[src/rtl/gated_event_counter.sv]
// Gated event counter: counts synchronized rising edges of sig_in over a fixed
// gate window and publishes the count and window number only at window end.
module gated_event_counter #(
  parameter int unsigned GATE_CYCLES = 100_000_000,
  parameter int unsigned SYNC_STAGES = 2
) (
  input  logic       clk,
  input  logic       rst,
  input  logic       enable,
  input  logic       sig_in,
  output logic [3:0] Count_CT,
  output logic [3:0] Count_F,
  output logic       gate_done,
  output logic       ovf
);

  localparam int unsigned TIMER_W = (GATE_CYCLES > 1) ? $clog2(GATE_CYCLES) : 1;
  localparam logic [TIMER_W-1:0] TIMER_LAST = TIMER_W'(GATE_CYCLES - 1);

  typedef enum logic [1:0] {
    IDLE  = 2'd0,
    GATE  = 2'd1,
    LATCH = 2'd2
  } state_e;

  state_e               state_q, state_d;
  logic [TIMER_W-1:0]   timer_q, timer_d;
  logic [3:0]           acc_q, acc_d;
  logic [3:0]           count_ct_q, count_ct_d;
  logic [3:0]           count_f_q, count_f_d;
  logic                 ovf_q, ovf_d;
  logic                 gate_done_q, gate_done_d;

  logic [SYNC_STAGES-1:0] sync_q;
  logic                   delay_q;
  logic                   sig_edge;
  logic [3:0]             acc_inc;

  always_ff @(posedge clk or posedge rst) begin
    if (rst) begin
      sync_q  <= '0;
      delay_q <= 1'b0;
    end else begin
      sync_q  <= {sync_q[SYNC_STAGES-2:0], sig_in};
      delay_q <= sync_q[SYNC_STAGES-1];
    end
  end

  assign sig_edge = sync_q[SYNC_STAGES-1] & ~delay_q;
  assign acc_inc  = (acc_q == 4'hF) ? acc_q : acc_q + 4'd1;

  always_ff @(posedge clk or posedge rst) begin
    if (rst) begin
      state_q     <= IDLE;
      timer_q     <= '0;
      acc_q       <= '0;
      count_ct_q  <= '0;
      count_f_q   <= '0;
      ovf_q       <= 1'b0;
      gate_done_q <= 1'b0;
    end else begin
      state_q     <= state_d;
      timer_q     <= timer_d;
      acc_q       <= acc_d;
      count_ct_q  <= count_ct_d;
      count_f_q   <= count_f_d;
      ovf_q       <= ovf_d;
      gate_done_q <= gate_done_d;
    end
  end

  always_comb begin
    state_d     = state_q;
    timer_d     = timer_q;
    acc_d       = acc_q;
    count_ct_d  = count_ct_q;
    count_f_d   = count_f_q;
    ovf_d       = ovf_q;
    gate_done_d = 1'b0;

    unique case (state_q)
      IDLE: begin
        timer_d = '0;
        acc_d   = '0;
        if (enable) state_d = GATE;
      end

      GATE: begin
        if (!enable) begin
          state_d = IDLE;
          timer_d = '0;
          acc_d   = '0;
        end else begin
          if (sig_edge) acc_d = acc_inc;
          if (timer_q == TIMER_LAST) begin
            state_d = LATCH;
            timer_d = '0;
          end else begin
            timer_d = timer_q + TIMER_W'(1);
          end
        end
      end

      // The edge seen while publishing seeds the next window so none is lost.
      LATCH: begin
        count_f_d   = acc_q;
        ovf_d       = (acc_q == 4'hF);
        count_ct_d  = count_ct_q + 4'd1;
        gate_done_d = 1'b1;
        acc_d       = sig_edge ? 4'd1 : 4'd0;
        timer_d     = '0;
        state_d     = enable ? GATE : IDLE;
      end

      default: begin
        state_d = IDLE;
      end
    endcase
  end

  assign Count_CT  = count_ct_q;
  assign Count_F   = count_f_q;
  assign ovf       = ovf_q;
  assign gate_done = gate_done_q;

endmodule

[config.mk]
export PLATFORM = sky130hd
export DESIGN_NAME = gated_event_counter
export DESIGN_NICKNAME = d
export VERILOG_FILES = /design/src/rtl/gated_event_counter.sv
export SDC_FILE = /design/constraint.sdc
export NUM_CORES = 1
export LEC_CHECK = 0
export CAP_MARGIN = 10
export CORE_ASPECT_RATIO = 0.75
export CORE_MARGIN = 3
export CORE_UTILIZATION = 45
export CTS_CLUSTER_SIZE = 24
export DETAILED_ROUTE_END_ITERATION = 10
export HOLD_SLACK_MARGIN = 0.1
export PLACE_DENSITY_LB_ADDON = 0.12
export SLEW_MARGIN = 20
export SYNTH_ARGS = -nofsm -noshare
export SYNTH_HDL_FRONTEND = slang
export SYNTH_SLANG_ARGS = --single-unit
[constraint.sdc]
create_clock -name clk -period 2.55 [get_ports clk]
set_clock_uncertainty 0.15 [all_clocks]
set_input_delay 0.765 -clock clk [delete_from_list [all_inputs] [get_ports clk]]
set_output_delay 0.765 -clock clk [all_outputs]
set_load 0.01 [all_outputs]
==> reports/results.ini, run 1 <==
[cells_and_area]
multi_input_area_um2=1209
drive_gt1_frac=0.1634
fill_cells=457
nNetsFinal=268
register_area_um2=1151
fin_area_um2=2878
area_delta_synth_final_pct=16.93
antenna_cells=0

[routing]
dr.pass1.iters=4
wl_per_cell_um=15.04
drt_iter0_drc=128
postRouteWirelength_um=4949
ant_nets=0
vias=1866
via_per_inst=5.672
route.detailed.drc=0

[yosys]
synthXorXnorAreaFrac=0.04626
synth_compound_area_frac=0.1525
synthSimpleGateAreaFrac=0.2201
synth_warnings=0
ys_types=51
syn_area_um2=2461
yosys.area.top_type_share=0.4677
synth_mux_area_frac=0.03152
synthAdderAreaFrac=0.04067
synth_top_family_by_area=simple AND/OR/NAND/NOR gates
synth_fp_nets=244
yosys-top-cells-area=dfrtp_1 (47%), ha_1 (4.1%), xor2_1 (3.2%)
syn_inst=232
async_reset_ff_frac=1.000
seq_area_frac_synth=0.4677
syn_avg_cell_area_um2=10.61
synth_largest_area_cell=dfrtp_1
synth_edf_count=0
ys_ff_latch=46
synth_top_flop_cell=dfrtp_1

[global_routing]
grt_max_degree=47
busiest_layer=met1
grtUsageMet1=0.2635
overflow=0
grt_pass1_vias=1692
grt_pass1_wl_um=8590
grt_antenna_before_repair=0
grt_usage=0.1649
grtUsageMet3=0.03660
grt_use_met2=0.2202

[clocking]
post_cts_resized=0
cts_setup_buffers=0
worstSkewPairLatency_ps=300
cts_buffer_depth=2
cts_tree=done
cts_sinks=46
root_buffer=clkbuf_8
cts-htree-levels=2
path_clk_slew_ps=90
cts_made_buffers=5
hold_buffers=0

[floorplanning]
dieWidth_um=91.40
die_y_um=70.05
io_pins=14
dieArea_um2=6402
design.core.area_um2=5092
initial_utilization=0.4833
rows=22

[power_and_ir_drop]
pwr-share-comb=0.129
max-vdd-ir-drop_uv=411.0
powerDensity_nw_per_um2=577.4
p_switching_w=0.0004022
seq_power_share=0.466
leakage_nw=1.249
clkPwrFrac=0.405
internal-power_w=0.001259
switching_share=0.2420

[run]
max_cap_viol_count=0

[sta]
relSlewSlack=0.7554
rsz0062_at_grt=false
post-route-min-period_ps=2285
tns_ps=0
worst_slew_pin_slew_ps=366.8
min_period_over_period=0.8961
setup_viol=0
hold_viol=0
fmax_ghz=0.4376
slew_violations=0

[worst_setup_path]
cp_cell_sequence=ha_1 -> and4b_1 -> nand3_4 -> or4_1 -> a22oi_1
max_stage_delay_ps=530
crit_path_start_kind=flip-flop
cp_max_fo=7
worstPathArrival_ps=2360
critical_path_class=reg2reg
crit_family=simple AND/OR/NAND/NOR gates
cp_num_buf_inv=0
critical_path.slowest_cell=or4_1
cp_data_required_time_ps=2620
critPathCaptureType=flip-flop

[worst_hold_path]
hold_class=reg2reg

[placement]
postPlaceCellArea_um2=2735
dp_hpwl_um=3511
gp_congestion=0.7749
port_buffers=13

[status]
status=finished clean

-- worst register-to-register path, cell delays in order, from the launching register on --
cell and delay, ps:
dfrtp_1 460, ha_1 310, and4b_1 430, nand3_4 150
or4_1 540, a22oi_1 170
-- logic make-up (layout without fill, tap and decap cells) --
family / count (synthesis) / count (layout)
simple gates: 81 / 81
xor+xnor: 13 / 13
compound gates: 57 / 57
flops: 46 / 46
fa+ha+maj: 8 / 8
mux: 7 / 7
buf+inv: 20 / 45
-- layout by cell type (no fill, tap or decap), types with 2 or more instances in the layout --
cell type,instances
dfrtp_1,46
nand2_1,16
o21ai_0,15
clkdlybuf4s50_1,13
buf_4,13
nand3_1,11
a21oi_1,11
a22oi_1,10
inv_1,9
o31ai_1,9
xor2_1,9
nand4_1,8
ha_1,8
or3_1,7
mux2_2,6
or4_1,6
clkbuf_8,6
xnor2_1,4
nor2_1,4
and4_1,3
and3_1,3
a31oi_1,2
or2_2,2
nor4_1,2
and4_4,2
nand4_4,2
nor2b_1,2
and2_1,2
o2bb2a_1,2
bufinv_16,2
-- area by class of cell --
class                           instances  area share
Sequential cell                        46      0.4000
Clock buffer                            6     0.02870
Clock inverter                          2     0.02087
Tap cell                               72     0.03130
Multi-Input combinational cell        166      0.4200
Timing Repair Buffer                   27     0.08609
Inverter                               10     0.01304
-- power by group through the flow --
stage          combinational, W  sequential [W]  clock [W]
3_3_place_gp           0.000213        0.000785          0
5_1_grt                0.000244        0.000776   0.000711
2_1_floorplan          0.000135        0.000779          0
4_1_cts                0.000216        0.000771   0.000686
3_5_place_dp           0.000214        0.000786          0
6_report               0.000215        0.000774   0.000673
-- path summary, 6_finish.rpt --
kind | endpoint | slack (ps) | cells after the start | startpoint
setup / recovery | timer_q[21]$_DFFE_PP0P_ | 260 | 5 | state_q[0]$_DFFE_PP0P_
hold / removal | sync_q[1]$_DFF_PP0_ | 210 | 0 | sync_q[0]$_DFF_PP0_
setup reg to reg | timer_q[21]$_DFFE_PP0P_ | 260 | 5 | state_q[0]$_DFFE_PP0P_
hold reg to reg | sync_q[1]$_DFF_PP0_ | 210 | 0 | sync_q[0]$_DFF_PP0_
max in group asynchronous | timer_q[25]$_DFFE_PP0P_ | 1370 | 3 | rst
min in group asynchronous | Count_F[0]$_DFFE_PP0P_ | 650 | 3 | rst
-- state kept, by name (all words and copies together) (netlist names) --
| register | cells |
|---|---|
| delay_q | 1 |
| gate_done | 1 |
| Count_CT | 4 |
| ovf | 1 |
| acc_q | 4 |
| sync_q | 2 |
| Count_F | 4 |
| state_q | 2 |
| timer_q | 27 |
-- per-layer routing --
layer,vias to the layer above,part of all wire
li1,916,-
met3,5,0.050
met5,-,0
met4,0,0.0083
met1,905,0.55
met2,40,0.39
-- per-stage QoR --
stage	hold WS (ps)	instances	setup slack, ps	power (W)	util
floorplan	181.2	232	517.8	0.0009138	-
finish	209.1	329	264.9	0.001662	0.5651
global placement	186.1	321	81.96	0.0009978	0.5371
CTS	212.1	329	283.7	0.001673	0.5651
global route	224.4	329	152.9	0.001731	0.5651
detailed placement	191.3	321	75.11	0.001000	0.5371
-- Yosys cell counts, drive strengths merged, types with 2 or more instances --
cell	instances
xnor2	4
nand4b	2
or3	7
o21ai	16
nor2b	2
and4	5
buf	6
a31oi	2
ha	8
nand2	16
or3b	2
clkbuf	4
xor2	9
mux2	6
inv	10
and3	3
nand3	13
and2	2
nand4	10
or4	7
or2	2
dfrtp	46
nor4	2
a21oi	11
o31ai	9
nor2	4
a22oi	11
o2bb2a	2
(Power assumes the default switching activity.)
==> run 2: changes to the inputs <==
Settings changed: CORE_MARGIN 3 to unset.
==> run 2 against run 1 <==
Flip-flop and latch count did not move. Utilization fell by 0.76 points. Global-route usage rose by 2.9 points. Final area fell by 1.9%. Maximum frequency rose by 1.6%. Critical path depth did not move. First-iteration DRC count fell by 30%. Worst hold slack got worse by 6.6 ps. Via count fell by 0.59%. Register-to-register slack improved by 40 ps. Largest cell class unchanged. Largest power group unchanged. Highest routed layer unchanged.
==> reports/results.ini, run 2 (same netlist as run 1, synthesis figures left out) <==
[status]
status=finished clean  ; unchanged

[routing]
dr.pass1.iters=4  ; unchanged
route.detailed.drc=0  ; unchanged
drt_iter0_drc=90  ; was 128
wl_per_cell_um=14.85  ; was 15.04 µm
via_per_inst=5.673  ; was 5.672
vias=1855  ; was 1866
postRouteWirelength_um=4857  ; was 4949 µm
ant_nets=0  ; unchanged

[floorplanning]
rows=22  ; unchanged
initial_utilization=0.4859  ; was 0.4833
design.core.area_um2=5065  ; was 5092 µm²
io_pins=14  ; unchanged
dieWidth_um=87.40  ; was 91.40 µm
dieArea_um2=5772  ; was 6402 µm²
die_y_um=66.05  ; was 70.05 µm

[cells_and_area]
final_common_cell=dfrtp_1  ; unchanged
drive_gt1_frac=0.1529  ; was 0.1634
fin_area_um2=2824  ; was 2878 µm²
antenna_cells=0  ; unchanged
fin_util=0.5576  ; was 0.5651
largest_register_ff_count=27  ; unchanged
layout_common_cells=dfrtp_1 (46), nand2_1 (16), o21ai_0 (15)  ; unchanged
top_register=timer_q  ; unchanged
stdcell_count=327  ; was 329
nNetsFinal=266  ; was 268
area_delta_synth_final_pct=14.74  ; was 16.93%

[worst_hold_path]
hold_class=reg2reg  ; unchanged

[placement]
gp_congestion=0.8272  ; was 0.7749
port_buffers=13  ; unchanged
dp_cells=319  ; was 321
postPlaceCellArea_um2=2733  ; was 2735 µm²
dp_hpwl_um=3429  ; was 3511 µm

[sta]
rsz0062_at_grt=false  ; unchanged
slew_violations=0  ; unchanged
fmax_ghz=0.4447  ; was 0.4376 GHz
tns_ps=0  ; unchanged
post-route-min-period_ps=2248  ; was 2285 ps
min_period_over_period=0.8818  ; was 0.8961
relSlewSlack=0.7536  ; was 0.7554
setup_viol=0  ; unchanged
hold_viol=0  ; unchanged
worst_slew_pin_slew_ps=369.5  ; was 366.8 ps

[worst_setup_path]
cp_data_required_time_ps=2620  ; about the same
rrSetupSlack_ps=300  ; was 260 ps
critPathCaptureType=flip-flop  ; unchanged
cp_max_fo=7  ; unchanged
critical_path_class=reg2reg  ; unchanged
worstPathArrival_ps=2310  ; was 2360 ps
crit_path_start_kind=flip-flop  ; unchanged

[clocking]
cts-htree-levels=2  ; unchanged
cts_buffer_depth=2  ; unchanged
path_clk_slew_ps=80  ; was 90 ps
cts_tree=done  ; unchanged
worstSkewPairLatency_ps=300  ; about the same
cts_setup_buffers=0  ; unchanged
cts_sinks=46  ; unchanged
post_cts_resized=0  ; unchanged
hold_buffers=0  ; unchanged
cts_made_buffers=5  ; unchanged
root_buffer=clkbuf_8  ; unchanged

[power_and_ir_drop]
leakage_nw=1.223  ; was 1.249 nW
max-vdd-ir-drop_uv=268.5  ; was 411.0 µV
powerDensity_nw_per_um2=511.5  ; was 577.4 nW/µm²

[global_routing]
grt_usage=0.1938  ; was 0.1649
grt_pass1_wl_um=8514  ; was 8590 µm
grt_pass1_vias=1730  ; was 1692
overflow=0  ; unchanged
grt_max_degree=47  ; unchanged
grt_antenna_before_repair=0  ; unchanged

[run]
max_cap_viol_count=0  ; unchanged

## run 2: through the flow
| step | total power (W) | worst slack (ps) | hold WS, ps |
|---|---|---|---|
| 2_1_floorplan | 0.0009138 | 517.8 | 181.2 |
| 3_3_place_gp | 0.0009964 | 17.97 | 183.4 |
| 3_5_place_dp | 0.001001 | 0.2816 | 184.7 |
| 4_1_cts | 0.001459 | 291.9 | 204.1 |
| 5_1_grt | 0.001518 | 189.7 | 205.4 |
| 6_report | 0.001444 | 301.5 | 202.5 |
## run 2: area by class of cell
| class | instances | area [µm²] |
|---|---|---|
| clock buffers | 7 | 86.33 |
| clock inverters | 1 | 5.005 |
| fillers | 466 | 2241 |
| inverters | 10 | 37.54 |
| multi-input cells | 166 | 1209 |
| flip-flops and latches | 46 | 1151 |
| well taps | 72 | 90.09 |
| repair buffers | 25 | 245.2 |
## run 2: worst paths after layout
check                                       startpoint                       to  cells past startpoint
worst min-delay path               sync_q[0]$_DFF_PP0_      sync_q[1]$_DFF_PP0_                      0
min in group asynchronous                          rst     acc_q[2]$_DFFE_PP0P_                      3
worst max register to register  state_q[0]$_DFFE_PP0P_  timer_q[21]$_DFFE_PP0P_                      5
worst min register to register     sync_q[0]$_DFF_PP0_      sync_q[1]$_DFF_PP0_                      0
worst max-delay path            state_q[0]$_DFFE_PP0P_  timer_q[21]$_DFFE_PP0P_                      5
max in group asynchronous                          rst  timer_q[26]$_DFFE_PP0P_                      3
## run 2: routing by layer
layer | part of all wire | track usage
met2 | 0.41 | 0.2627
met3 | 0.039 | 0.04619
met5 | 0 | 0
met1 | 0.55 | 0.3002
met4 | 0.0070 | 0.05738
## run 2: worst max-delay path: stages, from the launching register on
cell and delay, ps:
dfrtp_1 450, ha_1 300, and4b_1 430, nand3_4 150, or4_1 520, a22oi_1 170
## run 2: power breakdown
| group | internal (W) | switching [W] | leakage, nW | total, W |
|---|---|---|---|---|
| combinational | 0.0000939 | 0.000120 | 0.541 | 0.000214 |
| clock | 0.000219 | 0.000239 | 0.0482 | 0.000458 |
| sequential | 0.000748 | 0.0000246 | 0.634 | 0.000772 |
==> run 3: changes to the inputs <==
Settings changed: MAX_ROUTING_LAYER set to met4.
==> run 3 against run 2 <==
Sequential share of layout area unchanged. Clock-buffer cell count unchanged. Maximum frequency hardly changed. Combinational power is essentially flat. Final area is the same. Routed wire length is 0.14% lower. Total power hardly changed. Global-route usage increased by 0.51 points. Worst hold slack is essentially flat. Register-to-register slack barely moved. First-iteration DRC count up 10%. Largest cell class unchanged.
==> reports/results.ini, run 3 (same netlist as run 1, synthesis figures left out) <==
[sta]
slew_violations=0  ; unchanged
post-route-min-period_ps=2251  ; was 2248 ps
min_period_over_period=0.8826  ; was 0.8818
fmax_ghz=0.4443  ; was 0.4447 GHz
rsz0062_at_grt=false  ; unchanged
relSlewSlack=0.7539  ; was 0.7536
tns_ps=0  ; unchanged
hold_viol=0  ; unchanged
layout_setup_ws_ps=299.4  ; was 301.5 ps
worst_slew_pin_slew_ps=369.1  ; was 369.5 ps
setup_viol=0  ; unchanged

[worst_hold_path]
hold_class=reg2reg  ; unchanged
worstHoldPathCells=0  ; unchanged
hold_end=sync_q[1]$_DFF_PP0_  ; unchanged
hp-start=sync_q[0]$_DFF_PP0_  ; unchanged

[status]
status=finished clean  ; unchanged

[cells_and_area]
fin_util=0.5576  ; unchanged
drive_gt1_frac=0.1529  ; unchanged
layout_common_cells=dfrtp_1 (46), nand2_1 (16), o21ai_0 (15)  ; unchanged
stdcell_count=327  ; unchanged
largest_register_ff_count=27  ; unchanged
final_common_cell=dfrtp_1  ; unchanged
antenna_cells=0  ; unchanged
nNetsFinal=266  ; unchanged
area_delta_synth_final_pct=14.74  ; unchanged
top_register=timer_q  ; unchanged

[global_routing]
busiest_layer=met1  ; unchanged
overflow=0  ; unchanged
grt_use_met2=0.2627  ; unchanged
grt_pass1_vias=1737  ; was 1730
grt_antenna_before_repair=0  ; unchanged
grt_max_degree=47  ; unchanged
grt_pass1_wl_um=8500  ; was 8514 µm
grt_usage=0.1989  ; was 0.1938
grtUsageMet1=0.2994  ; was 0.3002
grtUsageMet3=0.04619  ; unchanged

[run]
max_cap_viol_count=0  ; unchanged

[clocking]
worstSkewPairLatency_ps=300  ; about the same
cts_setup_buffers=0  ; unchanged
root_buffer=clkbuf_8  ; unchanged
post_cts_resized=0  ; unchanged
cts_made_buffers=5  ; unchanged
hold_buffers=0  ; unchanged
cts_sinks=46  ; unchanged
cts_tree=done  ; unchanged
path_clk_slew_ps=80  ; about the same
cts-htree-levels=2  ; unchanged
cts_buffer_depth=2  ; unchanged

[placement]
port_buffers=13  ; unchanged
dp_cells=319  ; unchanged
dp_hpwl_um=3429  ; unchanged
pre_cts_ws_ps=0.2816  ; unchanged
gp_congestion=0.8398  ; was 0.8272

[routing]
vias=1845  ; was 1855
wl_per_cell_um=14.83  ; was 14.85 µm
ant_nets=0  ; unchanged
dr.pass1.iters=4  ; unchanged
drt_iter0_drc=99  ; was 90
postRouteWirelength_um=4850  ; was 4857 µm
route.detailed.drc=0  ; unchanged
via_per_inst=5.642  ; was 5.673

[worst_setup_path]
critical_path_class=reg2reg  ; unchanged
crit_start=state_q[0]$_DFFE_PP0P_  ; unchanged
crit_path_start_kind=flip-flop  ; unchanged
r2r-end=timer_q[21]$_DFFE_PP0P_  ; unchanged
cp_max_fo=7  ; unchanged
rr_startpoint=state_q[0]$_DFFE_PP0P_  ; unchanged
worstPathArrival_ps=2320  ; was 2310 ps
cp_data_required_time_ps=2620  ; about the same
rrSetupSlack_ps=300  ; about the same
critPathCaptureType=flip-flop  ; unchanged
rr_worst_depth=5  ; unchanged

[floorplanning]
initial_utilization=0.4859  ; unchanged
die_y_um=66.05  ; unchanged
io_pins=14  ; unchanged
dieArea_um2=5772  ; unchanged
rows=22  ; unchanged
dieWidth_um=87.40  ; unchanged
design.core.area_um2=5065  ; unchanged

[power_and_ir_drop]
powerDensity_nw_per_um2=511.6  ; was 511.5 nW/µm²
max-vdd-ir-drop_uv=268.5  ; about the same
leakage_nw=1.223  ; unchanged
finalPower_w=0.001445  ; was 0.001444 W

==> run 3: cell counts in the layout (fill, tap and decap cells not counted) <==
Identical to the previous run, type by type.
==> run 3: layer usage <==
layer / part of all wire / vias to the layer above
met5: 0 / -
met4: 0.0091 / 0
met3: 0.040 / 6
met2: 0.40 / 30
met1: 0.55 / 893
li1: - / 916
==> run 3: per-stage QoR <==
stage,hold slack [ps],cell area [µm²]
2_1_floorplan,181.2,2461
3_3_place_gp,183.4,2733
3_5_place_dp,184.7,2733
4_1_cts,204.1,2824
5_1_grt,205.4,2824
6_report,202.5,2824
==> run 3: worst max path at each step <==
stage | endpoint | slack, ps
2_1_floorplan | timer_q[21]$_DFFE_PP0P_ | 520
3_3_place_gp | timer_q[22]$_DFFE_PP0P_ | 20
3_5_place_dp | timer_q[1]$_DFFE_PP0P_ | 0.3
4_1_cts | timer_q[21]$_DFFE_PP0P_ | 290
5_1_grt | timer_q[21]$_DFFE_PP0P_ | 190
6_report | timer_q[21]$_DFFE_PP0P_ | 300
==> run 3: final cells by class <==
cell class,count,area [µm²]
flip-flops and latches,46,1151
repair buffers,25,245.2
clock buffers,7,86.33
clock inverters,1,5.005
fillers,466,2241
inverters,10,37.54
multi-input cells,166,1209
well taps,72,90.09
==> run 3: power breakdown <==
part	internal, W	switching [W]	total [W]	leakage (nW)
combinational	0.0000939	0.000119	0.000213	0.541
clock	0.000219	0.000240	0.000459	0.0482
sequential	0.000748	0.0000247	0.000772	0.634
==> run 3: worst max-delay path: stages, from the launching register on <==
cell and delay (ps):
dfrtp_1 450, ha_1 300, and4b_1 430, nand3_4 150, or4_1 520, a22oi_1 170
